### src/rtl/uart_tx_sched.sv
// Round-robin byte scheduler feeding one 8N1 UART transmitter (8N2 when UART_TX_SCHED_STOP2_EN is defined).
// A grant is taken in IDLE on the accept edge; REQ_READY stays low while a frame is on the line.
module uart_tx_sched #(
  parameter int NUM_REQ   = 4,
  parameter int CLK_FREQ  = 50000000,
  parameter int BAUD_RATE = 115200
) (
  input  logic                   CLOCK,
  input  logic                   RESET_N,
  input  logic [NUM_REQ-1:0]     REQ_VALID,
  input  logic [8*NUM_REQ-1:0]   REQ_DATA,
  output logic [NUM_REQ-1:0]     REQ_READY,
  output logic                   STX,
  output logic                   BUSY,
  output logic [1:0]             GRANT_ID
);

  localparam int DIVISOR = CLK_FREQ / BAUD_RATE;
`ifdef UART_TX_SCHED_STOP2_EN
  localparam int STOP_LEN = 2 * DIVISOR;
`else
  localparam int STOP_LEN = DIVISOR;
`endif
  localparam int CW = $clog2(2 * DIVISOR + 1);

  if (DIVISOR < 2) begin : g_div_chk
    $error("uart_tx_sched: CLK_FREQ/BAUD_RATE must be at least 2");
  end
  if (NUM_REQ < 2 || NUM_REQ > 4) begin : g_req_chk
    $error("uart_tx_sched: NUM_REQ must be in 2..4");
  end

  typedef enum logic [1:0] {IDLE, START, DATA, STOP} state_e;

  state_e          state_q, state_d;
  logic [CW-1:0]   cnt_q, cnt_d;
  logic [2:0]      bit_q, bit_d;
  logic [7:0]      shreg_q, shreg_d;
  logic [1:0]      last_q, last_d;
  logic [1:0]      gid_q, gid_d;
  logic            stx_q, stx_d;
  logic            busy_q, busy_d;

  logic            gnt_vld;
  logic [1:0]      gnt_idx;
  logic [7:0]      gnt_dat;

  // Rank each requester by its distance past last_q; the nearest valid one wins.
  always_comb begin
    gnt_vld = 1'b0;
    gnt_idx = '0;
    for (int k = 0; k < NUM_REQ; k++) begin
      for (int i = 0; i < NUM_REQ; i++) begin
        if (!gnt_vld && REQ_VALID[i] &&
            ((i + NUM_REQ - 1 - int'(last_q)) % NUM_REQ) == k) begin
          gnt_vld = 1'b1;
          gnt_idx = 2'(i);
        end
      end
    end
  end

  always_comb begin
    gnt_dat   = '0;
    REQ_READY = '0;
    for (int i = 0; i < NUM_REQ; i++) begin
      if (gnt_idx == 2'(i)) gnt_dat = REQ_DATA[8*i +: 8];
      REQ_READY[i] = RESET_N && (state_q == IDLE) && gnt_vld && (gnt_idx == 2'(i));
    end
  end

  always_comb begin
    state_d = state_q;
    cnt_d   = cnt_q;
    bit_d   = bit_q;
    shreg_d = shreg_q;
    last_d  = last_q;
    gid_d   = gid_q;
    stx_d   = stx_q;
    busy_d  = busy_q;
    case (state_q)
      IDLE: begin
        if (gnt_vld) begin
          state_d = START;
          shreg_d = gnt_dat;
          last_d  = gnt_idx;
          gid_d   = gnt_idx;
          stx_d   = 1'b0;
          busy_d  = 1'b1;
          cnt_d   = CW'(DIVISOR - 1);
        end
      end
      START: begin
        if (cnt_q == '0) begin
          state_d = DATA;
          stx_d   = shreg_q[0];
          bit_d   = '0;
          cnt_d   = CW'(DIVISOR - 1);
        end else begin
          cnt_d = cnt_q - 1'b1;
        end
      end
      DATA: begin
        if (cnt_q == '0) begin
          if (bit_q == 3'd7) begin
            state_d = STOP;
            stx_d   = 1'b1;
            cnt_d   = CW'(STOP_LEN - 1);
          end else begin
            bit_d   = bit_q + 1'b1;
            shreg_d = shreg_q >> 1;
            stx_d   = shreg_q[1];
            cnt_d   = CW'(DIVISOR - 1);
          end
        end else begin
          cnt_d = cnt_q - 1'b1;
        end
      end
      STOP: begin
        if (cnt_q == '0) begin
          state_d = IDLE;
          busy_d  = 1'b0;
        end else begin
          cnt_d = cnt_q - 1'b1;
        end
      end
      default: state_d = IDLE;
    endcase
  end

  always_ff @(posedge CLOCK or negedge RESET_N) begin
    if (!RESET_N) begin
      state_q <= IDLE;
      cnt_q   <= '0;
      bit_q   <= '0;
      shreg_q <= '0;
      last_q  <= 2'(NUM_REQ - 1);
      gid_q   <= '0;
      stx_q   <= 1'b1;
      busy_q  <= 1'b0;
    end else begin
      state_q <= state_d;
      cnt_q   <= cnt_d;
      bit_q   <= bit_d;
      shreg_q <= shreg_d;
      last_q  <= last_d;
      gid_q   <= gid_d;
      stx_q   <= stx_d;
      busy_q  <= busy_d;
    end
  end

  assign STX      = stx_q;
  assign BUSY     = busy_q;
  assign GRANT_ID = gid_q;

endmodule

### config.mk
export PLATFORM = sky130hd
export DESIGN_NAME = uart_tx_sched
export DESIGN_NICKNAME = d
export VERILOG_FILES = /design/src/rtl/uart_tx_sched.sv
export SDC_FILE = /design/constraint.sdc
export NUM_CORES = 1
export LEC_CHECK = 0
export ABC_AREA = 1
export BUFFER_PORTS_ARGS = -buffer_cell sky130_fd_sc_hd__buf_2
export CELL_PAD_IN_SITES_DETAIL_PLACEMENT = 1
export CELL_PAD_IN_SITES_GLOBAL_PLACEMENT = 1
export CORE_ASPECT_RATIO = 0.7
export CORE_MARGIN = 4
export CORE_UTILIZATION = 35
export DETAILED_ROUTE_END_ITERATION = 12
export GPL_ROUTABILITY_DRIVEN = 0
export HOLD_SLACK_MARGIN = 0.15
export PLACE_DENSITY_LB_ADDON = 0.1
export SLEW_MARGIN = 5
export SYNTH_ARGS = -nofsm -noshare
export SYNTH_HDL_FRONTEND = slang
export SYNTH_SLANG_ARGS = --single-unit
### constraint.sdc
create_clock -name CLOCK -period 2.43 [get_ports CLOCK]
set_input_delay 0.243 -clock CLOCK [delete_from_list [all_inputs] [get_ports CLOCK]]
set_output_delay 0.243 -clock CLOCK [all_outputs]
set_load 0.01 [all_outputs]
# After elaboration in Yosys (flattened, before gate mapping)
# Cells that the tools add are included.
# totals
ff_bits	29
inputBits	38
out_inout_bits	8
elab_cells	180
# classes
add_sub_neg	6
eq_ne	26
mux	61
bitwise	4
n_reduce_logical	75
# op_table
op	n
$logic_not A32 Y1	4
$mux W8	7
$mux W2	19
$logic_and A1 B1 Y1	37
$mux W10	3
$pmux W10 S3	1
$eq A3 B3 Y1 const B	9
$mux W1	23
$pmux W8 S2	1
$logic_not A1 Y1	15
$ne A2 B2 Y1 const B	7
$eq A3 B2 Y1 const B	4
$reduce_and A4 Y1	3
$sub A3 B2 Y4 const A	3
$logic_not A10 Y1	1
$reduce_or A2 Y1	5
$sub A10 B1 Y10 const B	1
$mux W3	3
$eq A2 B2 Y1 const B	4
$pmux W2 S4	1
$pmux W3 S2	1
$reduce_bool A2 Y1	3
$reduce_and A5 Y1	1
$and A1 B1 Y1	4
other kinds (9)	12

# Depth between registers and ports, before layout
# logic_depth
ltp_word	73
ltp_mapped	18
ltp_nobuf	18

# Worst setup path before layout
# Ideal clock, no wire load.
# synth_path
kind	reg-to-output
start	reg last_q[0]
end	out REQ_READY[3]
arrival_ns	2.084
t_required_ns	2.187
setup_slack_ns	0.103
stages_incl_launch_ff	16
n_path_buf	1
path_cell_list	dfstp_2 inv_1 nand3_1 nand2_2 nor2_4 nand4_2 nor2_2 nand4_2 nor2_2 nand4_2 nand2_4 inv_4 nand2_4 nand2_4 buf_6 nor2_1
# synth_via
elab_chain_len	68
elab_cells_between_ends	108
classes_between	add/sub: 4; eq/ne: 13; mux: 31; bitwise: 4; reduce/logical: 56
# synth_lines
element	line	source
start, declared	39	logic [1:0] last_q, last_d;
start signal, assigned	137	last_q <= 2'(NUM_REQ - 1);
start signal, assigned	146	last_q <= last_d;
$sub A2 B2 Y3	55	((i + NUM_REQ - 1 - int'(last_q)) % NUM_REQ) == k) begin
$reduce_or A2 Y1 (no source line)	n/a	
$and A1 B1 Y1 (no source line)	n/a	
$logic_not A32 Y1	55	
$logic_and A1 B1 Y1	54	if (!gnt_vld && REQ_VALID[i] &&
$mux W1	54	
$logic_not A1 Y1	54	
$logic_and A1 B1 Y1 (2 in series)	54	
[49 not listed]	n/a	
$logic_not A1 Y1	54	
$logic_and A1 B1 Y1 (2 in series)	54	
$mux W1	54	
$logic_not A1 Y1	54	
$logic_and A1 B1 Y1 (2 in series)	54	
$mux W2 or $mux W1 (tied branches)	54	
$eq A2 B2 Y1 or $logic_and A1 B1 Y1 (tied branches)	68	REQ_READY[i] = RESET_N && (state_q == IDLE) && gnt_vld && (gnt_idx == 2'(i));
$logic_and A1 B1 Y1 *	68	
end, declared	12	output logic [NUM_REQ-1:0] REQ_READY,
# Every way passes the cells marked *; elsewhere a longest branch is shown, timed or not.

# Worst setup path in the final report
# layout_path
start	reg last_q[0]
end	out REQ_READY[0]
# layout_via
elab_chain_len	68
elab_cells_between_ends	108
classes_between	add/sub: 4; eq/ne: 12; mux: 31; bitwise: 4; reduce/logical: 57
# layout_lines
element	line
$sub A2 B2 Y3	55
$reduce_or A2 Y1 (no source line)	n/a
$and A1 B1 Y1 (no source line)	n/a
$logic_not A32 Y1	55
$logic_and A1 B1 Y1	54
$mux W1	54
$logic_not A1 Y1	54
$logic_and A1 B1 Y1 (2 in series)	54
[49 not listed]	n/a
$logic_not A1 Y1	54
$logic_and A1 B1 Y1 (2 in series)	54
$mux W1	54
$logic_not A1 Y1	54
$logic_and A1 B1 Y1 (2 in series)	54
$mux W2 or $mux W1 (tied branches)	54
$logic_not A2 Y1 or $logic_and A1 B1 Y1 (tied branches)	68
$logic_and A1 B1 Y1 *	68
# Marks and branches as above.

==> impl_metrics.tcl <==
set metrics [dict create \
    port_buffers 45 \
    cp_slowest_cell "dfstp_2" \
    antenna_cells 0 \
    seqPwrFrac_pct 17.0 \
    start_util_pct 36.3 \
    track_usage_pct 20.1 \
    wl_um 7890 \
    cts_root_buffer "clkbuf_8" \
    final.period_utilization_pct 115 \
    p_leak_uw 0.00169 \
    p_sw_uw 2540 \
    viasPerCell 5.15 \
    antenna_found_initial 0 \
    htreeDepth 2 \
    preCtsSetupSlack_ns -0.110 \
    finClkSkew_ns 0.00541 \
    slowest_delay_ns 0.60 \
    comb_power_share_pct 74.2 \
    ant_nets 0 \
    worstPathArrival_ns 2.54 \
    netSwitchingFraction_pct 49.6 \
    end_kind "primary output" \
    ys_warn_count 0 \
    final_layout_size_suffix_gt1_share_pct 42.2 \
    syn_area_um2 2280 \
    layout_setup_ws_ns -0.358 \
    vias 2603 \
    final_area_um2 3420 \
    seq_area_frac_synth_pct 32.0 \
    hp-class "in -> reg" \
    worst-path-max-fanout 5 \
    p_int_uw 2580 \
    fin_nets 471 \
    syn_inst 329 \
    path_clk_slew_ns 0.07 \
    fin_crit_ns 2.79 \
    violations "negative setup slack" \
    cts_tree "done" \
    wl_per_cell_um 15.6 \
    grt_pass1_vias 2555 \
    synth_top_cell_by_area "dfrtp_1" \
    rsz0062_at_grt "yes" \
    drt_iter0_markers 87 \
    yosysTopAreaCellShare_pct 28.5 \
    dieHeight_um 75.5 \
    grt_pass1_wl_um 12600 \
    worst_pin_slew_ns 0.520 \
    die_w_um 104 \
    p_clk_share_pct 8.8 \
    status "finished, violations left" \
    cts_sinks 29 \
    cap_violations 0 \
    cts_buffers 5 \
    fp.dieArea_um2 7890 \
    slew_headroom_pct 65.0 \
    slew_viol_final 0 \
    syn-num-nets 374 \
    synthToLayoutAreaGrowth_pct 49.8 \
    post_dp_cell_area_um2 2790 \
    irDropWorstVdd_mv 0.556 \
    grt_max_degree 30 \
    drt_pre_antenna_iters 4 \
    cts.path.max_buffers 2 \
    grt.overflow.total 0 \
    synth.top_cells.by_area "dfrtp_1 29%, nand2_1 12%, inv_1 8.4%" \
    final_util_pct 54.4 \
    dp_hpwl_um 5570 \
    coreArea_um2 6280 \
    ys_types 37 \
    rows 24 \
    clkLatencyLatePin_ns 0.29 \
    report.final.setup_viol 28 \
    ys_ff_latch 29 \
    avgSynthCellArea_um2 6.93 \
    hold_viol_final 0 \
    io_pins 46 \
    cp_cell_sequence "buf_4 > nand3_1 > nand2_2 > nor2_4 > buf_4 > nand4_1 > nand3_1 > nor2_1 > nand2_1 > nor2_2 > nand2_4 > inv_4 > nand2_4 > nor3_2 > buf_2" \
    required_ns 2.19 \
    drc 0 \
    critPathKind "reg -> out" \
    setup_tns_ns -5.45 \
    p_per_area_nw_per_um2 1500 \
    fmax_ghz 0.359 \
    start_kind "flip-flop" \
]
## power by group through the flow
stage | logic [uW] | clock network (uW) | registers [uW]
2_1_floorplan | 1920 | 0 | 834
3_3_place_gp | 2840 | 0 | 845
3_5_place_dp | 2930 | 0 | 851
4_1_cts | 3400 | 462 | 848
5_1_grt | 4210 | 487 | 902
6_report | 3790 | 451 | 871
## cell usage after synthesis (all sizes together)
| cell type | n |
|---|---|
| or2 | 1 |
| buf | 4 |
| o2111ai | 1 |
| nand4 | 24 |
| inv | 55 |
| o21ai | 37 |
| o41ai | 1 |
| ha | 7 |
| dfrtp | 26 |
| o32ai | 1 |
| a21oi | 7 |
| a31oi | 1 |
| clkbuf | 3 |
| a32o | 2 |
| xor2 | 3 |
| a21boi | 1 |
| mux2 | 1 |
| nor3b | 3 |
| nor4 | 2 |
| dfstp | 3 |
| nor3 | 12 |
| nand3 | 18 |
| nor2 | 33 |
| nand2 | 82 |
| a22oi | 1 |
## worst paths after layout
check                                   from      endpoint  slack, ns  cells after the start
worst min register to register   GRANT_ID[0]   GRANT_ID[0]       0.47                      2
min in group asynchronous            RESET_N   GRANT_ID[1]       0.54                      3
max in group asynchronous            RESET_N           STX       1.55                      3
worst max-delay path               last_q[0]  REQ_READY[0]      -0.36                     15
worst max register to register     last_q[0]    shreg_q[4]      -0.30                     20
worst min-delay path            REQ_DATA[31]    shreg_q[7]       0.26                      5
## layout by cell type, fill, tap and decap left out, drive strengths merged
cell	n
nand2	83
dfrtp	26
a31oi	1
dlygate4sd3	1
nand3	18
nor3b	3
buf	95
a22oi	1
a32o	2
o2111ai	1
a21oi	7
o21ai	37
o32ai	1
or2	1
o41ai	1
nand4	24
xor2	3
mux2	1
nor3	12
dfstp	3
nor4	2
clkbuf	7
a21boi	1
clkinv	1
nor2	33
inv	55
ha	7
## per-stage QoR
step | hold WS, ns | instances | total power, uW
floorplan | -0.0526 | 329 | 2760
global placement | 0.319 | 475 | 3690
detailed placement | 0.320 | 475 | 3780
CTS | 0.267 | 497 | 4700
global route | 0.283 | 505 | 5600
finish | 0.265 | 505 | 5120
## cell families after synthesis
family | Yosys count | share of synthesized area (%)
AND/OR/NAND/NOR | 175 | 38.4
AO/OA/AOI/OAI | 52 | 12.8
XOR/XNOR | 3 | 1.15
buffers and inverters | 62 | 11.3
adder cells (fa/ha/maj) | 7 | 3.84
multiplexers | 1 | 0.494
flip-flops | 29 | 32.0
## sequential cells by signal, summed over array words and instances, names as in the netlist
signal / count
BUSY: 1
GRANT_ID: 2
STX: 1
bit_q: 3
cnt_q: 10
last_q: 2
shreg_q: 8
state_q: 2
## metal layers
metal  vias to the layer above  global-route usage, %  wire length (um)
met5                         -                      0                 0
met4                         0                   3.69               127
met3                        13                   3.30               288
met2                        49                   34.0              3710
met1                      1258                   27.9              3770
li1                       1283                      -                 -
## timing repair
action                     4_1_cts  5_1_grt
setup buffers                   12        8
setup endpoints to repair       19       30
gates resized for setup         34       60
hold endpoints to repair        26        0
hold buffers                     1        0
pin swaps                       17       18
cloned                           1        0
## final cells by class
type,count,area [um^2]
Fill cell,801,2860
Multi-Input combinational cell,239,1620
Sequential cell,29,729
Timing Repair Buffer,96,653
Inverter,55,219
Tap cell,78,97.6
Clock buffer,7,96.3
Clock inverter,1,5.00
## critical path: cells and delay by family, from the launching register on
kind / cells / cell delay (ns)
flops: 1 / 0.60
buf+inv: 4 / 0.50
simple gates: 11 / 1.14
Note: power is estimated with default switching activity, not from simulation.
